$ cat src/rtl/meas_ctrl_pkg.sv
// Shared types for the measurement sequencer.
//  state_t  : sequencer FSM states
//  ERR_*    : bit positions in the sticky error register
//  AMP_MAX  : saturation ceiling for the amplitude word
package meas_ctrl_pkg;
  typedef enum logic [2:0] {
    S_IDLE, S_FLUSH, S_FILL, S_WAIT_RDY, S_STREAM, S_ROOT, S_CFG, S_DONE
  } state_t;

  localparam int ERR_OVF = 0;
  localparam int ERR_TMO = 1;
  localparam int ERR_W   = 2;

  localparam logic [15:0] AMP_MAX = 16'hFFFF;
endpackage

$ cat src/rtl/dds_word_calc.sv
// DDS configuration word calculator, one cycle of latency.
//  en        : load strobe; operands sampled this cycle
//  peak_addr : FFT peak bin
//  root_data : unsigned root amplitude
//  pinc_q    : peak_addr * PINC_STEP (mod 2^32), held between loads
//  amp_q     : root_data >> AMP_SHIFT, saturated to AMP_MAX, held between loads
//  vld_q     : one-cycle strobe the cycle after en
module dds_word_calc
  import meas_ctrl_pkg::*;
#(
  parameter int          ADDR_WIDTH = 8,
  parameter int          ROOT_WIDTH = 25,
  parameter logic [31:0] PINC_STEP  = 32'h0080_0000,
  parameter int          AMP_SHIFT  = 9
) (
  input  logic                  clk,
  input  logic                  rst_n,
  input  logic                  en,
  input  logic [ADDR_WIDTH-1:0] peak_addr,
  input  logic [ROOT_WIDTH-1:0] root_data,
  output logic [31:0]           pinc_q,
  output logic [15:0]           amp_q,
  output logic                  vld_q
);
  // widened so any ROOT_WIDTH/AMP_SHIFT combination can be compared against 16 bits
  localparam int EW = ROOT_WIDTH + 16;

  logic [EW-1:0] root_sh;
  logic [31:0]   pinc_d;
  logic [15:0]   amp_d;
  logic          vld_d;

  always_comb begin
    root_sh = {16'b0, root_data} >> AMP_SHIFT;
    pinc_d  = pinc_q;
    amp_d   = amp_q;
    vld_d   = en;
    if (en) begin
      pinc_d = 32'(peak_addr) * PINC_STEP;
      amp_d  = (root_sh > EW'(AMP_MAX)) ? AMP_MAX : root_sh[15:0];
    end
  end

  always_ff @(posedge clk or negedge rst_n) begin
    if (!rst_n) begin
      pinc_q <= '0;
      amp_q  <= '0;
      vld_q  <= 1'b0;
    end else begin
      pinc_q <= pinc_d;
      amp_q  <= amp_d;
      vld_q  <= vld_d;
    end
  end
endmodule

$ cat src/rtl/meas_seq_ctrl.sv
// Measurement chain sequencer: flush/fill sample FIFO, release FFT reader,
// capture peak bin and root amplitude, program the DDS.
//  start/cont            : run request (IDLE only) / auto re-run after DONE
//  fifo_srst/fifo_wr_en  : FIFO flush pulse and write enable, sample_idx with writes
//  fifo_full             : overflow detect during FILL
//  fft_rst_done/rd_go    : FFT ready handshake / FIFO reader release
//  peak_*/root_*         : result strobes and data from the datapath
//  dds_cfg_*/amp_word    : DDS config strobe+phase increment, amplitude word
//  busy/done/err_*       : status; errors sticky until the next start
// Optional build macro MEAS_TIMEOUT_EN adds a watchdog on WAIT_RDY/STREAM/ROOT.
module meas_seq_ctrl
  import meas_ctrl_pkg::*;
#(
  parameter int          DATA_NUM       = 512,
  parameter int          CNT_WIDTH      = 10,
  parameter int          ADDR_WIDTH     = 8,
  parameter int          ROOT_WIDTH     = 25,
  parameter logic [31:0] PINC_STEP      = 32'h0080_0000,
  parameter int          AMP_SHIFT      = 9,
  parameter int          FLUSH_CYCLES   = 2,
  parameter int          TIMEOUT_CYCLES = 4096
) (
  input  logic                  clk,
  input  logic                  rst_n,
  input  logic                  start,
  input  logic                  cont,
  output logic                  fifo_srst,
  output logic                  fifo_wr_en,
  output logic [CNT_WIDTH-1:0]  sample_idx,
  input  logic                  fifo_full,
  input  logic                  fft_rst_done,
  output logic                  rd_go,
  input  logic                  peak_valid,
  input  logic [ADDR_WIDTH-1:0] peak_addr,
  input  logic                  root_valid,
  input  logic [ROOT_WIDTH-1:0] root_data,
  output logic                  dds_cfg_tvalid,
  output logic [31:0]           dds_cfg_tdata,
  output logic [15:0]           amp_word,
  output logic                  busy,
  output logic                  done,
  output logic                  err_ovf,
  output logic                  err_timeout
);
  localparam logic [CNT_WIDTH-1:0] LAST_IDX   = CNT_WIDTH'(DATA_NUM - 1);
  localparam logic [CNT_WIDTH-1:0] LAST_FLUSH = CNT_WIDTH'(FLUSH_CYCLES - 1);

  state_t                 state_q, state_d;
  logic [CNT_WIDTH-1:0]   cnt_q, cnt_d;
  logic [ADDR_WIDTH-1:0]  peak_q, peak_d;
  logic [ROOT_WIDTH-1:0]  root_q, root_d;
  logic [ERR_W-1:0]       err_q, err_d;
  logic                   cfg_vld;

`ifdef MEAS_TIMEOUT_EN
  localparam int TMO_W = $clog2(TIMEOUT_CYCLES + 1);
  localparam logic [TMO_W-1:0] TMO_LAST = TMO_W'(TIMEOUT_CYCLES - 1);
  logic [TMO_W-1:0] tmo_q, tmo_d;
`endif

  always_comb begin
    state_d = state_q;
    cnt_d   = cnt_q;
    peak_d  = peak_q;
    root_d  = root_q;
    err_d   = err_q;
    case (state_q)
      S_IDLE:
        if (start) begin
          err_d   = '0;
          cnt_d   = '0;
          state_d = S_FLUSH;
        end
      // cnt is shared: flush length first, then sample index
      S_FLUSH:
        if (cnt_q == LAST_FLUSH) begin
          cnt_d   = '0;
          state_d = S_FILL;
        end else begin
          cnt_d = cnt_q + 1'b1;
        end
      S_FILL: begin
        cnt_d = cnt_q + 1'b1;
        if (fifo_full && (cnt_q != LAST_IDX)) begin
          err_d[ERR_OVF] = 1'b1;
          cnt_d          = '0;
          state_d        = S_IDLE;
        end else if (cnt_q == LAST_IDX) begin
          cnt_d   = '0;
          state_d = S_WAIT_RDY;
        end
      end
      S_WAIT_RDY:
        if (fft_rst_done) state_d = S_STREAM;
      S_STREAM:
        if (peak_valid) begin
          peak_d = peak_addr;
          if (root_valid) begin
            root_d  = root_data;
            state_d = S_CFG;
          end else begin
            state_d = S_ROOT;
          end
        end
      S_ROOT:
        if (root_valid) begin
          root_d  = root_data;
          state_d = S_CFG;
        end
      S_CFG:   state_d = S_DONE;
      S_DONE:  state_d = cont ? S_FLUSH : S_IDLE;
      default: state_d = S_IDLE;
    endcase
`ifdef MEAS_TIMEOUT_EN
    // counter restarts on every state change, so each wait gets the full budget
    tmo_d = '0;
    if ((state_q inside {S_WAIT_RDY, S_STREAM, S_ROOT}) && (state_d == state_q)) begin
      if (tmo_q == TMO_LAST) begin
        err_d[ERR_TMO] = 1'b1;
        state_d        = S_IDLE;
      end else begin
        tmo_d = tmo_q + 1'b1;
      end
    end
`else
    // no watchdog: WAIT_RDY/STREAM/ROOT wait for their strobes indefinitely
`endif
  end

  always_ff @(posedge clk or negedge rst_n) begin
    if (!rst_n) begin
      state_q <= S_IDLE;
      cnt_q   <= '0;
      peak_q  <= '0;
      root_q  <= '0;
      err_q   <= '0;
`ifdef MEAS_TIMEOUT_EN
      tmo_q   <= '0;
`endif
    end else begin
      state_q <= state_d;
      cnt_q   <= cnt_d;
      peak_q  <= peak_d;
      root_q  <= root_d;
      err_q   <= err_d;
`ifdef MEAS_TIMEOUT_EN
      tmo_q   <= tmo_d;
`endif
    end
  end

  // words are computed during CFG and land (with the strobe) in DONE
  dds_word_calc #(
    .ADDR_WIDTH (ADDR_WIDTH),
    .ROOT_WIDTH (ROOT_WIDTH),
    .PINC_STEP  (PINC_STEP),
    .AMP_SHIFT  (AMP_SHIFT)
  ) u_calc (
    .clk       (clk),
    .rst_n     (rst_n),
    .en        (state_q == S_CFG),
    .peak_addr (peak_q),
    .root_data (root_q),
    .pinc_q    (dds_cfg_tdata),
    .amp_q     (amp_word),
    .vld_q     (cfg_vld)
  );

  // state-decoded outputs so an async reset clears them in the same cycle
  assign busy           = (state_q != S_IDLE);
  assign fifo_srst      = (state_q == S_FLUSH);
  assign fifo_wr_en     = (state_q == S_FILL);
  assign sample_idx     = fifo_wr_en ? cnt_q : '0;
  assign rd_go          = (state_q == S_STREAM);
  assign dds_cfg_tvalid = cfg_vld;
  assign done           = cfg_vld;
  assign err_ovf        = err_q[ERR_OVF];
  assign err_timeout    = err_q[ERR_TMO];
endmodule

$ cat config.mk
export PLATFORM = sky130hd
export DESIGN_NAME = meas_seq_ctrl
export DESIGN_NICKNAME = d
export VERILOG_FILES = /design/src/rtl/meas_ctrl_pkg.sv /design/src/rtl/dds_word_calc.sv /design/src/rtl/meas_seq_ctrl.sv
export SDC_FILE = /design/constraint.sdc
export NUM_CORES = 1
export LEC_CHECK = 0
export ABC_AREA = 1
export BUFFER_PORTS_ARGS = -buffer_cell sky130_fd_sc_hd__buf_2
export CORE_MARGIN = 2
export CORE_UTILIZATION = 45
export CTS_CLUSTER_DIAMETER = 60
export DETAILED_ROUTE_END_ITERATION = 10
export GPL_TIMING_DRIVEN = 0
export HOLD_SLACK_MARGIN = 0.1
export PLACE_DENSITY = 0.79
export SETUP_SLACK_MARGIN = 0.4
export SLEW_MARGIN = 15
export SYNTH_ARGS = -nofsm -noshare
export SYNTH_HDL_FRONTEND = slang
export SYNTH_SLANG_ARGS = --single-unit
$ cat constraint.sdc
create_clock -name clk -period 2.2 [get_ports clk]
set_input_delay 0.11 -clock clk [delete_from_list [all_inputs] [get_ports clk]]
set_output_delay 0.11 -clock clk [all_outputs]
set_load 0.02 [all_outputs]
; ---- Word level (Yosys, flattened, before mapping)
; Index checks and enable logic that the tools add are counted.
[op_classes]
reduce_logical = 11
order_cmp = 1
n_addsub = 1
n_mux = 23
n_eq_ne = 17
[op_table]
columns = operator, count
row1 = two-way mux 10 bit, 5
row2 = two-way mux 25 bit, 2
row3 = case mux 25 bit (2 select lines), 1
row4 = case mux 10 bit (3 select lines), 1
row5 = case mux 3 bit (8 select lines), 1
row6 = two-way mux 3 bit, 7
row7 = "greater-than comparator 16 bit, second input constant", 1
row8 = two-way mux 16 bit, 1
row9 = "== test 3 bit, second input constant", 4
row10 = "adder 10 x 1 -> 10 bit, second input constant", 1
row11 = "== test 10 x 1 -> 1 bit, second input constant", 1
row12 = "== test 10 x 9 -> 1 bit, second input constant", 1
row13 = "inequality test 10 x 9 -> 1 bit, second input constant", 1
row14 = "== test 3 x 2 -> 1 bit, second input constant", 2
row15 = "inequality test 2 x 1 -> 1 bit, second input constant", 3
row16 = "inequality test 2 bit, second input constant", 3
row17 = AND reduction 2 bit, 3
row18 = AND reduction 6 bit, 1
row19 = nonzero test 3 bit, 2
row20 = nonzero test 2 bit, 2
row21 = "== test 3 x 1 -> 1 bit, second input constant", 1
row22 = zero test 3 bit, 1
row23 = two-way mux 1 bit, 3
row24 = "inequality test 3 x 1 -> 1 bit, second input constant", 1
row25 = other kinds (4), 4
[totals]
regBits = 72
output_inout_bits = 66

; ---- Logic depth before layout (Yosys ltp)
[logic_depth]
ltp_word = 4
depth_mapped = 10

; ---- Cells and area by module
; Synthesis repeated with hierarchy kept, for this count alone.
[unflattened]
cells_unflattened = 415
hier_area_um2 = 3558.4
[by_module_without_submodules]
columns = mod, cells_each, area_per_inst_um2, n_inst
row1 = meas_seq_ctrl, 287, 2374.8, 1
row2 = dds_word_calc, 128, 1183.6, 1

; ---- Worst setup path before layout
; OpenSTA, ideal clock, no wires.
[synth_timing]
kind = reg2reg
from = register state_q[1]
to = register peak_q[3]
stages_incl_launch_ff = 7
setup_ps = 125
synth_period_minus_slack_ps = 1548
path_slack_ps = 652
arrival_ps = 1423
cell_sequence = dfrtp_1 > inv_2 > nand2_1 > nor2_2 > nand2_1 > buf_6 > mux2_4
[synth_between]
elab_chain_cells = 2
[synth_rtl]
columns = item, line_no
row1 = "start, declared", meas_seq_ctrl.sv:48  ; state_t state_q, state_d;
row2 = "start signal, assigned", meas_seq_ctrl.sv:141  ; state_q <= state_d;
row3 = == test 3 bit, --
row4 = net rd_go, meas_seq_ctrl.sv:32  ; output logic rd_go,
row5 = AND reduction 2 bit (no source line), --
row6 = "end signal, assigned", meas_seq_ctrl.sv:143  ; peak_q <= peak_d;
row7 = "end, declared", meas_seq_ctrl.sv:50  ; logic [ADDR_WIDTH-1:0] peak_q, peak_d;
; The timed path passes the listed nets, and every way through them passes these cells.
; A chain may end at the register's enable or synchronous reset.

; ---- Final worst setup path
[layout_timing]
from = register state_q[1]
to = output port sample_idx[5]
[layout_between]
elab_chain_cells = 2
[layout_rtl]
columns = item, line_no
row1 = == test 3 x 2 -> 1 bit, meas_seq_ctrl.sv:172  ; assign fifo_wr_en = (state_q == S_FILL);
row2 = two-way mux 10 bit, meas_seq_ctrl.sv:173  ; assign sample_idx = fifo_wr_en ? cnt_q : '0;
row3 = "end, declared", meas_seq_ctrl.sv:29  ; output logic [CNT_WIDTH-1:0] sample_idx,
; No other way between the ends.

==> reports/metrics.cfg <==
[grt]
met1_usage=0.235
grt_most_used_layer=met2
grt_pass1_wl_mm=11.3
gr-usage-met2=0.315
grt_antenna_before_repair=0
track_usage=0.193
grt_overflow=0
grt_max_degree=64
grt_pass1_vias=2450
grtUsageMet3=0.0424

[yosys]
synth.avg_cell_area_um2=9.04
synth_xor_area_frac=0.0167
post-synth-top-count-cell=nand2_1
synth_top_area_frac=0.500
synth_cell_types=30
synth_area_mm2=0.00315
ys_seq_area_frac=0.500
synth_compound_area_frac=0.0301
ys_ff_latch=63
ys_top_cells_by_area=dfrtp_1 (50%), nand2_1 (12%), mux2_4 (7.6%)
synth_edf_count=0
yosysTopAreaCell=dfrtp_1
synthMuxAreaShare=0.0797
async_reset_ff_frac=1.00
synthCells=349
ys.flop_type=dfrtp_1
synthSimpleGateAreaFrac=0.242
synth_common_cells=nand2_1 (101), dfrtp_1 (63), nor2_1 (41)
ys_warn_count=0
synth-adder-area-share=0.00793
synth_top_family_by_area=simple AND/OR/NAND/NOR gates

[setup_path]
slowest_stage=dfrtp_2
timing.critical_path.mode_cell=inv_2
cpPeakStageDelay_ns=0.42
cp.buffers_inverters=4
start_kind=register
path_cells=inv_2 -> nor3_4 -> inv_2 -> buf_4 -> nor2_1 -> buf_2
crit_type=reg2out
cp-end-kind=output pin
arrival_ns=1.64
path_delay_family=buffers and inverters
cp_max_fo=10
required_ns=2.09

[floorplanning]
pin_count=107
die_x_um=87.7
core_area_mm2=0.00679
rows=30
fp.dieArea_mm2=0.00769
die_h_um=87.7
start_util=0.464

[power_and_ir_drop]
leakagePower_nw=2.40
finalPower_mw=5.36
ir_drop_v=0.000597
p_per_area_mw_per_mm2=1260

[clock_tree]
cts_buffer_depth=2
root_buffer=clkbuf_8
cts.sinks=63
cts_inserted_buffers=9
cts_max_level=3
cts_tree=done
clk_pin_slew_ns=0.07
clkLatencyLatePin_ns=0.34

[routing]
viasPerCell=4.57
wl_per_cell_um=12.4
wl_mm=7.25
drc=0
drt_iter0_markers=122
vias=2680
antenna_left=0
drt-pass1-iter-count=5

[hold_path]
hold_path_class=in2reg

[sta]
slew_viol_final=0
slew-limit-headroom=0.476
hold_ws_ns=0.117
setup_tns_ns=0
max_freq_mhz=570
rsz0062_at_grt=yes
finClkSkew_ns=0.00691
hold_violations=0
fin_crit_sh=0.798
setup_viol_count_final=0
period_minus_slack_ns=1.75
tightest_slew_ns=0.786

[run_status]
status=finished, final reports clean

[finish]
layout-drive-gt1-share=0.339
nets=528
antenna_cells=0
area_growth_pct=35.1

[run]
cap_violations=0

[placement]
io_buffers=72
dpl.hpwl_mm=4.80
place_congestion=0.898

-- state kept, by name, summed over array words and instances, names as in the netlist --
signal	cells
root_q	16
u_calc.amp_q	16
cnt_q	10
peak_q	8
u_calc.pinc_q	8
state_q	3
err_q	1
u_calc.vld_q	1
-- metrics by stage --
| step | cells | area (µm²) | utilization | setup slack [ns] |
|---|---|---|---|---|
| floorplan | 373 | 3240 | - | 0.652 |
| global placement | 541 | 3720 | 0.548 | 0.549 |
| detailed placement | 541 | 3730 | 0.549 | 0.546 |
| CTS | 583 | 4230 | 0.622 | 0.401 |
| global route | 586 | 4260 | 0.627 | 0.396 |
| finish | 586 | 4260 | 0.627 | 0.445 |
-- layer usage --
metal | share of wire | wire length, µm | up-vias
met2 | 0.49 | 3540 | 102
met5 | 0 | 0 | -
met1 | 0.41 | 2990 | 1252
met3 | 0.058 | 418 | 24
li1 | - | - | 1302
met4 | 0.041 | 300 | 0
-- layout by cell type, fill, tap and decap left out, types with 8 or more instances in the layout --
| master | instances |
|---|---|
| nand2_1 | 101 |
| buf_2 | 72 |
| dfrtp_1 | 61 |
| nor2_1 | 40 |
| buf_4 | 35 |
| inv_1 | 28 |
| dlygate4sd3_1 | 26 |
| conb_1 | 25 |
| mux2_4 | 16 |
| nand3_1 | 13 |
| o21ai_0 | 10 |
| clkbuf_8 | 9 |
| a21oi_1 | 8 |
-- area by class of cell --
cell class / instances / area, µm²
repair buffers: 101 / 653
flip-flops and latches: 63 / 1580
clock buffers: 10 / 128
plain buffers: 35 / 264
fillers: 536 / 2530
multi-input cells: 241 / 1280
well taps: 96 / 120
inverters: 34 / 128
clock inverters: 6 / 109
-- timing repair --
action	CTS	global route
hold endpoints to repair	88	0
pin swaps	1	1
hold buffers	26	0
setup endpoints to repair	10	13
resized for setup	3	8
setup buffers	0	3
-- tightest hold or removal path, cell delays in order --
cell     delay [ns]
buf_2          0.12
nand3_1        0.08
nand2_1        0.05
o21ai_0        0.06
-- path summary, 6_finish.rpt --
kind                                             start                           to  slack (ns)  cells after the start
max reg2reg                       cnt_q[0]$_DFFE_PN0P_       state_q[0]$_DFFE_PN0P_        0.60                      9
min in group asynchronous                        rst_n         cnt_q[7]$_DFFE_PN0P_        0.38                      2
max                             state_q[1]$_DFFE_PN0P_                sample_idx[5]        0.45                      6
min reg2reg                u_calc.amp_q[6]$_DFFE_PN0P_  u_calc.amp_q[6]$_DFFE_PN0P_        0.48                      2
max in group asynchronous                        rst_n       state_q[0]$_DFFE_PN0P_        1.26                      2
min                                              start         err_q[0]$_DFFE_PN0P_        0.12                      4
-- power by group --
| part | internal (mW) | leakage [nW] | switching, mW |
|---|---|---|---|
| combinational | 0.903 | 1.49 | 1.33 |
| sequential | 1.65 | 0.783 | 0.279 |
| clock | 0.751 | 0.120 | 0.460 |
-- logic make-up (layout without fill, tap and decap cells) --
| logic type | Yosys count | after routing |
|---|---|---|
| xor+xnor | 6 | 6 |
| other cells | 1 | 25 |
| compound gates | 19 | 19 |
| buf+inv | 69 | 186 |
| simple gates | 172 | 172 |
| fa+ha+maj | 2 | 2 |
| flops | 63 | 63 |
| mux | 17 | 17 |
Note: power is estimated with default switching activity, not from simulation.
